File: src/rtl/ififo_skew_bank_if.sv
// Handshake/data bundle between the activation producer and the west-edge FIFO bank.
// The master side pushes vectors and requests read waves; the slave side is the FIFO bank.
interface ififo_skew_bank_if #(
    parameter int ROW = 8,
    parameter int BW  = 4
);
    logic [ROW*BW-1:0] in;
    logic              wr;
    logic              rd;
    logic              i_mode;
    logic [ROW*BW-1:0] out;
    logic [ROW-1:0]    o_valid;
    logic              o_full;
    logic              o_ready;
    logic              o_empty;
    logic              o_busy;
    logic              o_err;

    modport master (
        output in, wr, rd, i_mode,
        input  out, o_valid, o_full, o_ready, o_empty, o_busy, o_err
    );

    modport slave (
        input  in, wr, rd, i_mode,
        output out, o_valid, o_full, o_ready, o_empty, o_busy, o_err
    );
endinterface

File: src/rtl/ififo_skew_bank.sv
// Input-activation FIFO bank: ROW lanes x DEPTH entries, popped together (broadcast)
// or as a one-cycle-per-lane staggered wave (skew) into the systolic array west edge.
module ififo_skew_bank #(
    parameter int ROW   = 8,
    parameter int BW    = 4,
    parameter int DEPTH = 64
) (
    input logic               clk,
    input logic               reset,
    ififo_skew_bank_if.slave  bus
);
    localparam int AW = $clog2(DEPTH);
    localparam int CW = AW + 1;

    logic [BW-1:0] mem_q [ROW][DEPTH];

    logic [AW-1:0] wr_ptr_q, wr_ptr_d;
    logic [AW-1:0] rd_ptr_q [ROW];
    logic [AW-1:0] rd_ptr_d [ROW];
    logic [CW-1:0] count_q  [ROW];
    logic [CW-1:0] count_d  [ROW];
    logic [BW-1:0] out_q    [ROW];
    logic [BW-1:0] out_d    [ROW];
    logic [ROW-1:0] sr_q, sr_d;
    logic full_q, full_d;
    logic empty_q, empty_d;
    logic err_q, err_d;
    logic mode_q, mode_d;
    logic wr_acc, go;

    // Lane i pops on the edge that sets sr[i], so o_valid[i] and the new data land together.
    always_comb begin
        wr_acc = bus.wr & ~full_q;
        go     = bus.rd & ~empty_q;

        sr_d[0] = go;
        for (int i = 1; i < ROW; i++) begin
            sr_d[i] = mode_q ? sr_q[i-1] : go;
        end

        wr_ptr_d = wr_ptr_q + AW'(wr_acc);
        full_d   = 1'b0;
        for (int i = 0; i < ROW; i++) begin
            rd_ptr_d[i] = rd_ptr_q[i] + AW'(sr_d[i]);
            out_d[i]    = sr_d[i] ? mem_q[i][rd_ptr_q[i]] : out_q[i];
            count_d[i]  = count_q[i] + CW'(wr_acc) - CW'(sr_d[i]);
            full_d      = full_d | (count_d[i] == CW'(DEPTH));
        end
        empty_d = (count_d[0] == '0);

        err_d  = err_q | (bus.wr & full_q) | (bus.rd & empty_q);
        // A pending mode change waits until no wave is in flight or starting.
        mode_d = (~(|sr_q) & ~go) ? bus.i_mode : mode_q;
    end

    // NOTE: storage array has no reset; reset clears the pointers and counts, which discards its contents logically.
    always_ff @(posedge clk) begin
        if (wr_acc && !reset) begin
            for (int i = 0; i < ROW; i++) begin
                mem_q[i][wr_ptr_q] <= bus.in[i*BW +: BW];
            end
        end
    end

    // NOTE: state flops use non-blocking assignments so every register samples pre-edge values.
    always_ff @(posedge clk) begin
        if (reset) begin
            wr_ptr_q <= '0;
            sr_q     <= '0;
            full_q   <= 1'b0;
            empty_q  <= 1'b1;
            err_q    <= 1'b0;
            mode_q   <= 1'b1;
            for (int i = 0; i < ROW; i++) begin
                rd_ptr_q[i] <= '0;
                count_q[i]  <= '0;
                out_q[i]    <= '0;
            end
        end else begin
            wr_ptr_q <= wr_ptr_d;
            sr_q     <= sr_d;
            full_q   <= full_d;
            empty_q  <= empty_d;
            err_q    <= err_d;
            mode_q   <= mode_d;
            for (int i = 0; i < ROW; i++) begin
                rd_ptr_q[i] <= rd_ptr_d[i];
                count_q[i]  <= count_d[i];
                out_q[i]    <= out_d[i];
            end
        end
    end

    always_comb begin
        bus.out = '0;
        for (int i = 0; i < ROW; i++) begin
            bus.out[i*BW +: BW] = out_q[i];
        end
    end

    assign bus.o_valid = sr_q;
    assign bus.o_full  = full_q;
    assign bus.o_ready = ~full_q;
    assign bus.o_empty = empty_q;
    assign bus.o_busy  = |sr_q;
    assign bus.o_err   = err_q;
endmodule

File: src/flat_wrapper.sv
// flat-port wrapper written by rule: the top's interface ports become plain ports
module ififo_skew_bank_flat 
#(
    parameter int ROW   = 8,
    parameter int BW    = 4,
    parameter int DEPTH = 64
)
  (clk, reset, bus_in, bus_wr, bus_rd, bus_i_mode, bus_out, bus_o_valid, bus_o_full, bus_o_ready, bus_o_empty, bus_o_busy, bus_o_err);
  ififo_skew_bank_if #(.ROW(ROW), .BW(BW)) bus_i ();
  input logic clk;
  input logic reset;
  input wire logic [$bits(bus_i.in)-1:0] bus_in;
  input wire logic [$bits(bus_i.wr)-1:0] bus_wr;
  input wire logic [$bits(bus_i.rd)-1:0] bus_rd;
  input wire logic [$bits(bus_i.i_mode)-1:0] bus_i_mode;
  output wire logic [$bits(bus_i.out)-1:0] bus_out;
  output wire logic [$bits(bus_i.o_valid)-1:0] bus_o_valid;
  output wire logic [$bits(bus_i.o_full)-1:0] bus_o_full;
  output wire logic [$bits(bus_i.o_ready)-1:0] bus_o_ready;
  output wire logic [$bits(bus_i.o_empty)-1:0] bus_o_empty;
  output wire logic [$bits(bus_i.o_busy)-1:0] bus_o_busy;
  output wire logic [$bits(bus_i.o_err)-1:0] bus_o_err;
  assign bus_i.in = bus_in;
  assign bus_i.wr = bus_wr;
  assign bus_i.rd = bus_rd;
  assign bus_i.i_mode = bus_i_mode;
  assign bus_out = bus_i.out;
  assign bus_o_valid = bus_i.o_valid;
  assign bus_o_full = bus_i.o_full;
  assign bus_o_ready = bus_i.o_ready;
  assign bus_o_empty = bus_i.o_empty;
  assign bus_o_busy = bus_i.o_busy;
  assign bus_o_err = bus_i.o_err;
  ififo_skew_bank #(.ROW(ROW), .BW(BW), .DEPTH(DEPTH)) u_core (.clk(clk), .reset(reset), .bus(bus_i));
endmodule
File: config.mk
export PLATFORM = sky130hd
export DESIGN_NAME = ififo_skew_bank_flat
export DESIGN_NICKNAME = d
export VERILOG_FILES = /design/src/rtl/ififo_skew_bank_if.sv /design/src/rtl/ififo_skew_bank.sv /design/src/flat_wrapper.sv
export SDC_FILE = /design/constraint.sdc
export NUM_CORES = 2
export LEC_CHECK = 0
export CAP_MARGIN = 20
export CORE_MARGIN = 1
export CORE_UTILIZATION = 49
export CTS_CLUSTER_DIAMETER = 30
export CTS_CLUSTER_SIZE = 40
export DETAILED_ROUTE_END_ITERATION = 10
export PLACE_DENSITY_LB_ADDON = 0.15
export SLEW_MARGIN = 5
export SYNTH_ARGS = -nofsm -noshare
export SYNTH_HDL_FRONTEND = slang
export SYNTH_SLANG_ARGS = --single-unit
File: constraint.sdc
create_clock -name clk -period 9.2 [get_ports clk]
set_input_delay 0.92 -clock clk [delete_from_list [all_inputs] [get_ports clk]]
set_output_delay 0.92 -clock clk [all_outputs]
set_load 0.005 [all_outputs]
== Word level (Yosys, flattened, before mapping) ==
Memory sizes are Yosys's and may differ from the RTL's.
Cells that the tools add are included.

* Flip-flop bits (word level): 18
* Bits in writable memories: 2,184
* Output and inout bits: 45
* Memories: 4
* Input bits: 37
* Logic and storage cells: 179

{| class="wikitable"
|+ Memory list
! memory !! words !! bits a word !! rd ports !! clocked after memory_dff !! wr ports !! RTL line !! source
|-
| u_core.mem_q || 8 || 256 || 8 || 0 || 8 || ififo_skew_bank.sv:15 || <nowiki>logic [BW-1:0] mem_q [ROW][DEPTH];</nowiki>
|-
| u_core.count_q || 8 || 7 || 8 || 0 || 8 || ififo_skew_bank.sv:20 || <nowiki>logic [CW-1:0] count_q [ROW];</nowiki>
|-
| u_core.rd_ptr_q || 8 || 6 || 8 || 0 || 8 || ififo_skew_bank.sv:18 || <nowiki>logic [AW-1:0] rd_ptr_q [ROW];</nowiki>
|-
| u_core.out_q || 8 || 4 || 8 || 0 || 8 || ififo_skew_bank.sv:22 || <nowiki>logic [BW-1:0] out_q [ROW];</nowiki>
|}

* Equality and inequality tests: 8
* Add/subtract/negate cells: 25
* Muxes and demuxes: 70
* $lt $le $gt $ge: 10
* Reduce and logical (&&, ||, !) cells: 5
* Bitwise logic cells: 51

{| class="wikitable"
|+ Operator list
! kind !! count
|-
| 256-bit two-way mux || 1
|-
| 4-bit binary-select mux with 6-bit select || 8
|-
| 4-bit two-way mux || 33
|-
| 7-bit >= comparator (second input constant) || 9
|-
| 6-bit inverter with 7-bit output || 9
|-
| 7-bit by 1-bit adder with 7-bit output || 8
|-
| 7-bit equality test (second input constant) || 8
|-
| 7-bit two-way mux || 8
|-
| 7-bit by 1-bit subtractor with 7-bit output || 8
|-
| 6-bit by 1-bit adder with 6-bit output || 9
|-
| 6-bit two-way mux || 8
|-
| 1-bit bitwise OR || 33
|-
| 4-bit demux with 6-bit select || 1
|-
| 1-bit two-way mux || 11
|-
| 8-bit OR reduction || 1
|-
| 7-bit logical NOT || 1
|-
| 7-bit by 1-bit < comparator with 1-bit output (second input constant) || 1
|-
| 1-bit AND || 5
|-
| 1-bit inverter || 4
|-
| 1-bit logical AND || 2
|-
| 1-bit logical NOT || 1
|}

== Logic depth before layout (Yosys ltp) ==
* Depth in word-level cells: 12
* Mapped depth: 15
* Mapped depth without buffers: 15

== Least setup slack after synthesis ==
Ideal clock, no wire load.

* Path kind: input to register
* Start: input bus_wr
* End: memory u_core.mem_q[0][260] in the netlist's numbering (enable)
* Cell stages on the path: 4
* Buffers on the path: 0
* Arrival time: 3.470 ns
* Required time: 8.779 ns
* Library setup time: 0.421 ns
* Slack: 5.309 ns
* Path through: nor2b_1 > nor3b_1 > nand3_1 > nor2_1

{| class="wikitable"
|+ RTL lines
! item !! RTL line !! source
|-
| start: declaration || flat_wrapper.sv:13 || <nowiki>input wire logic [$bits(bus_i.wr)-1:0] bus_wr;</nowiki>
|-
| end: declaration || ififo_skew_bank.sv:15 ||
|}

==> results.toml <==
[critical_path]
crit_fanout = 19
path_cells = "clkdlybuf4s50_1, nor2b_1, buf_4, nor3b_1, nand3_1, nor2_4, buf_4"
crit_path_start = "bus_wr"
path_class = "primary input to flop"
worst_path_most_repeated_cell = "buf_4"
critPathLaunchType = "primary input"
cpMaxStageDelayCell = "nor2_4"
r2r-end = "u_core.bus.o_full$_SDFF_PP0_"
critPathCapture = "u_core.mem_q[0][935]$_DFFE_PP_"
crit_path_end_kind = "flop"
required_ns = 9.77
rrSetupSlack_ns = 4.90
slowest_delay_ns = 1.17
r2r-start = "u_core.bus.o_empty$_SDFF_PP1_"
worstSetupPathDepth = 7
r2r_cells = 16
crit_buf_inv = 3
arrival_ns = 4.95
crit_family = "simple AND/OR/NAND/NOR gates"

[clocking]
cts_setup_buffers = 0
ctsResizeCount = 0
path_clk_slew_ns = 0.05
cts_tree = "yes"
root_buffer = "clkbuf_16"
postCtsHoldBufs = 0
insertion_delay_ns = 0.96
clockBufferDepth = 4
htree_levels = 5
cts-buffers-inserted = 438
clkSinkCount = 2202

[power]
irDropWorstVdd_mv = 0.193
p_leak_nw = 33.8
p_per_area_mw_per_mm2 = 281

[floorplanning]
ios = 82
fp.dieW_microns = 420
fp.dieH_microns = 420
fp.dieArea_sq_mm = 0.177
start_util = 0.494
rows = 153
core_area_sq_mm = 0.174

[yosys]
synth-simple-area-share = 0.0288
synth_largest_area_cell = "edfxtp_1"
yosysWarnings = 0
synth_cell_types = 70
synth.area.top_cells = "edfxtp_1 (72%), mux4_2 (12%), dfxtp_1 (3.6%), mux2i_1 (2.4%), ha_1 (1.1%)"
muxShareOfSynthArea = 0.152
synth_edf_count = 2048
yosys.area.top_type_share = 0.717
yosys.area_share.xor_xnor = 0.00745
synth-compound-area-share = 0.0302
synth_top_family_by_area = "multiplexers"
async_flop_share = 0
synth-main-ff-cell = "edfxtp_1"
post_synth_instance_area_sq_mm = 0.0858
yosysSeqAreaShare = 0.753
yosys_register_bits = 2202
postSynthAreaPerCell_sq_um = 20.3
syn_nets = 4344
postSynthCellCount = 4225
synth_fa_ha_area_frac = 0.0127

[global_routing]
gr-total-overflow = 0
antenna_found_initial = 5
track_usage = 0.261
grt_max_degree = 65
grt_pass1_vias = 44700
grt_pass1_wl_mm = 325

[timing]
drv_slew = 0
worst_clock_skew_ns = 0.0553
setup_viol = 0
fin_crit_ns = 4.38
period_share = 0.476
tightest_slew_ns = 1.19
fmax_ghz = 0.228
rsz0062_at_grt = "false"
relSlewSlack = 0.205
final_hold_viol_count = 0
hold-worst-slack_ns = 0.288
tns_ns = 0

[routing]
vias_per_cell = 6.03
first_pass_iters = 5
wl_per_cell_microns = 30.9
drtIter0Drc = 5116
routed_wl_mm = 227
vias = 44400
ant_nets = 0
drcViolationCount = 0

[cells_and_area]
layout_common_cells = "edfxtp_1 (2048), mux4_2 (466), clkbuf_16 (447), mux2i_1 (206), nor2_1 (138)"
syn2layout_area_growth_pct = 22.5
fin_nets = 4791
finish.utilization = 0.605
fillers = 12400
layout.cells.most_common = "edfxtp_1"
drive_above_1_share = 0.284

[status]
outcome = "completed"

[hold_path]
hold_class = "primary input to flop"

[place]
io_buffers = 81
place.gp.congestion = 0.816
detailed_place_hpwl_mm = 128

[run]
max_cap_viol_count = 0
worst min path at each step:
stage                                     start                           endpoint  cells after the start
2_1_floorplan  u_core.out_q[1][13]$_SDFFE_PP0P_   u_core.out_q[1][13]$_SDFFE_PP0P_                      2
3_3_place_gp        u_core.bus.o_err$_SDFF_PP0_        u_core.bus.o_err$_SDFF_PP0_                      2
3_5_place_dp        u_core.bus.o_err$_SDFF_PP0_        u_core.bus.o_err$_SDFF_PP0_                      2
4_1_cts                                   reset  u_core.rd_ptr_q[0][41]$_SDFF_PP0_                      2
5_1_grt                               bus_in[8]     u_core.mem_q[0][724]$_DFFE_PP_                      1
6_report                              bus_in[8]     u_core.mem_q[0][728]$_DFFE_PP_                      1
power breakdown:
part           internal [W]  total [W]  switching [W]
logic               0.00112    0.00236        0.00124
registers            0.0111     0.0113       0.000198
clock network        0.0107     0.0159        0.00512
total                0.0230     0.0295        0.00655
final cells by class:
| class | instances | area, sq um | area share |
|---|---|---|---|
| antenna | 3 | 7.51 | 0.0000714 |
| clock buffer | 505 | 11500 | 0.110 |
| clock inverter | 290 | 3400 | 0.0324 |
| inverter | 88 | 330 | 0.00314 |
| multi-input combinational | 1727 | 20300 | 0.193 |
| sequential | 2202 | 64600 | 0.615 |
| tap | 2325 | 2910 | 0.0277 |
| timing repair buffer | 215 | 2000 | 0.0190 |
registers in the layout, indices dropped and copies added, names as in the netlist:
signal and flops:
u_core.rd_ptr_q 48, u_core.bus.o_full 1, u_core.bus.o_valid 8, u_core.out_q 32, u_core.bus.o_err 1, u_core.count_q 56, u_core.bus.o_empty 1, u_core.mode_q 1
u_core.wr_ptr_q 6, u_core.mem_q 2048
worst register-to-register path, cell delays in order (launching register included):
cell,delay [ns]
dfxtp_1,0.34
nand2b_1,0.13
buf_4,0.20
nor2_1,0.07
buf_4,0.18
a21oi_1,0.66
inv_1,0.38
ha_1,0.39
inv_1,0.04
ha_1,0.19
fa_1,0.41
a211oi_1,0.28
nor2_1,0.10
xnor2_1,0.19
nand3_1,0.11
o32a_1,0.37
a41oi_1,0.20
routing by layer:
layer | global-route usage | routed length [microns]
met1 | 0.369 | 94800
met2 | 0.409 | 109000
met3 | 0.0463 | 16600
met4 | 0.0908 | 7220
met5 | 0 | 0
cell usage after synthesis (46+ instances only):
library cell,instances
nor2_1,202
ha_1,74
clkbuf_1,88
mux2i_1,206
edfxtp_1,2048
a21oi_1,56
nand2_1,56
mux4_2,466
nand3_1,61
nor2b_1,61
dfxtp_1,154
a211oi_1,46
buf_2,48
o21ai_0,77
inv_1,86
stage by stage:
stage | setup slack, ns | cell area (sq um) | total power [W] | cells
4_1_cts | 4.85 | 105000 | 0.0297 | 7326
3_5_place_dp | 3.90 | 89600 | 0.0139 | 6531
6_report | 4.82 | 105000 | 0.0295 | 7355
5_1_grt | 4.62 | 105000 | 0.0305 | 7352
2_1_floorplan | 5.31 | 85800 | 0.0132 | 4225
3_3_place_gp | 3.92 | 89600 | 0.0138 | 6531
logic make-up after synthesis:
logic type | Yosys count
fa+ha+maj | 82
flops | 2202
mux | 692
compound gates | 377
xor+xnor | 73
simple gates | 503
buf+inv | 296
Note: power is estimated with default switching activity, not from simulation.
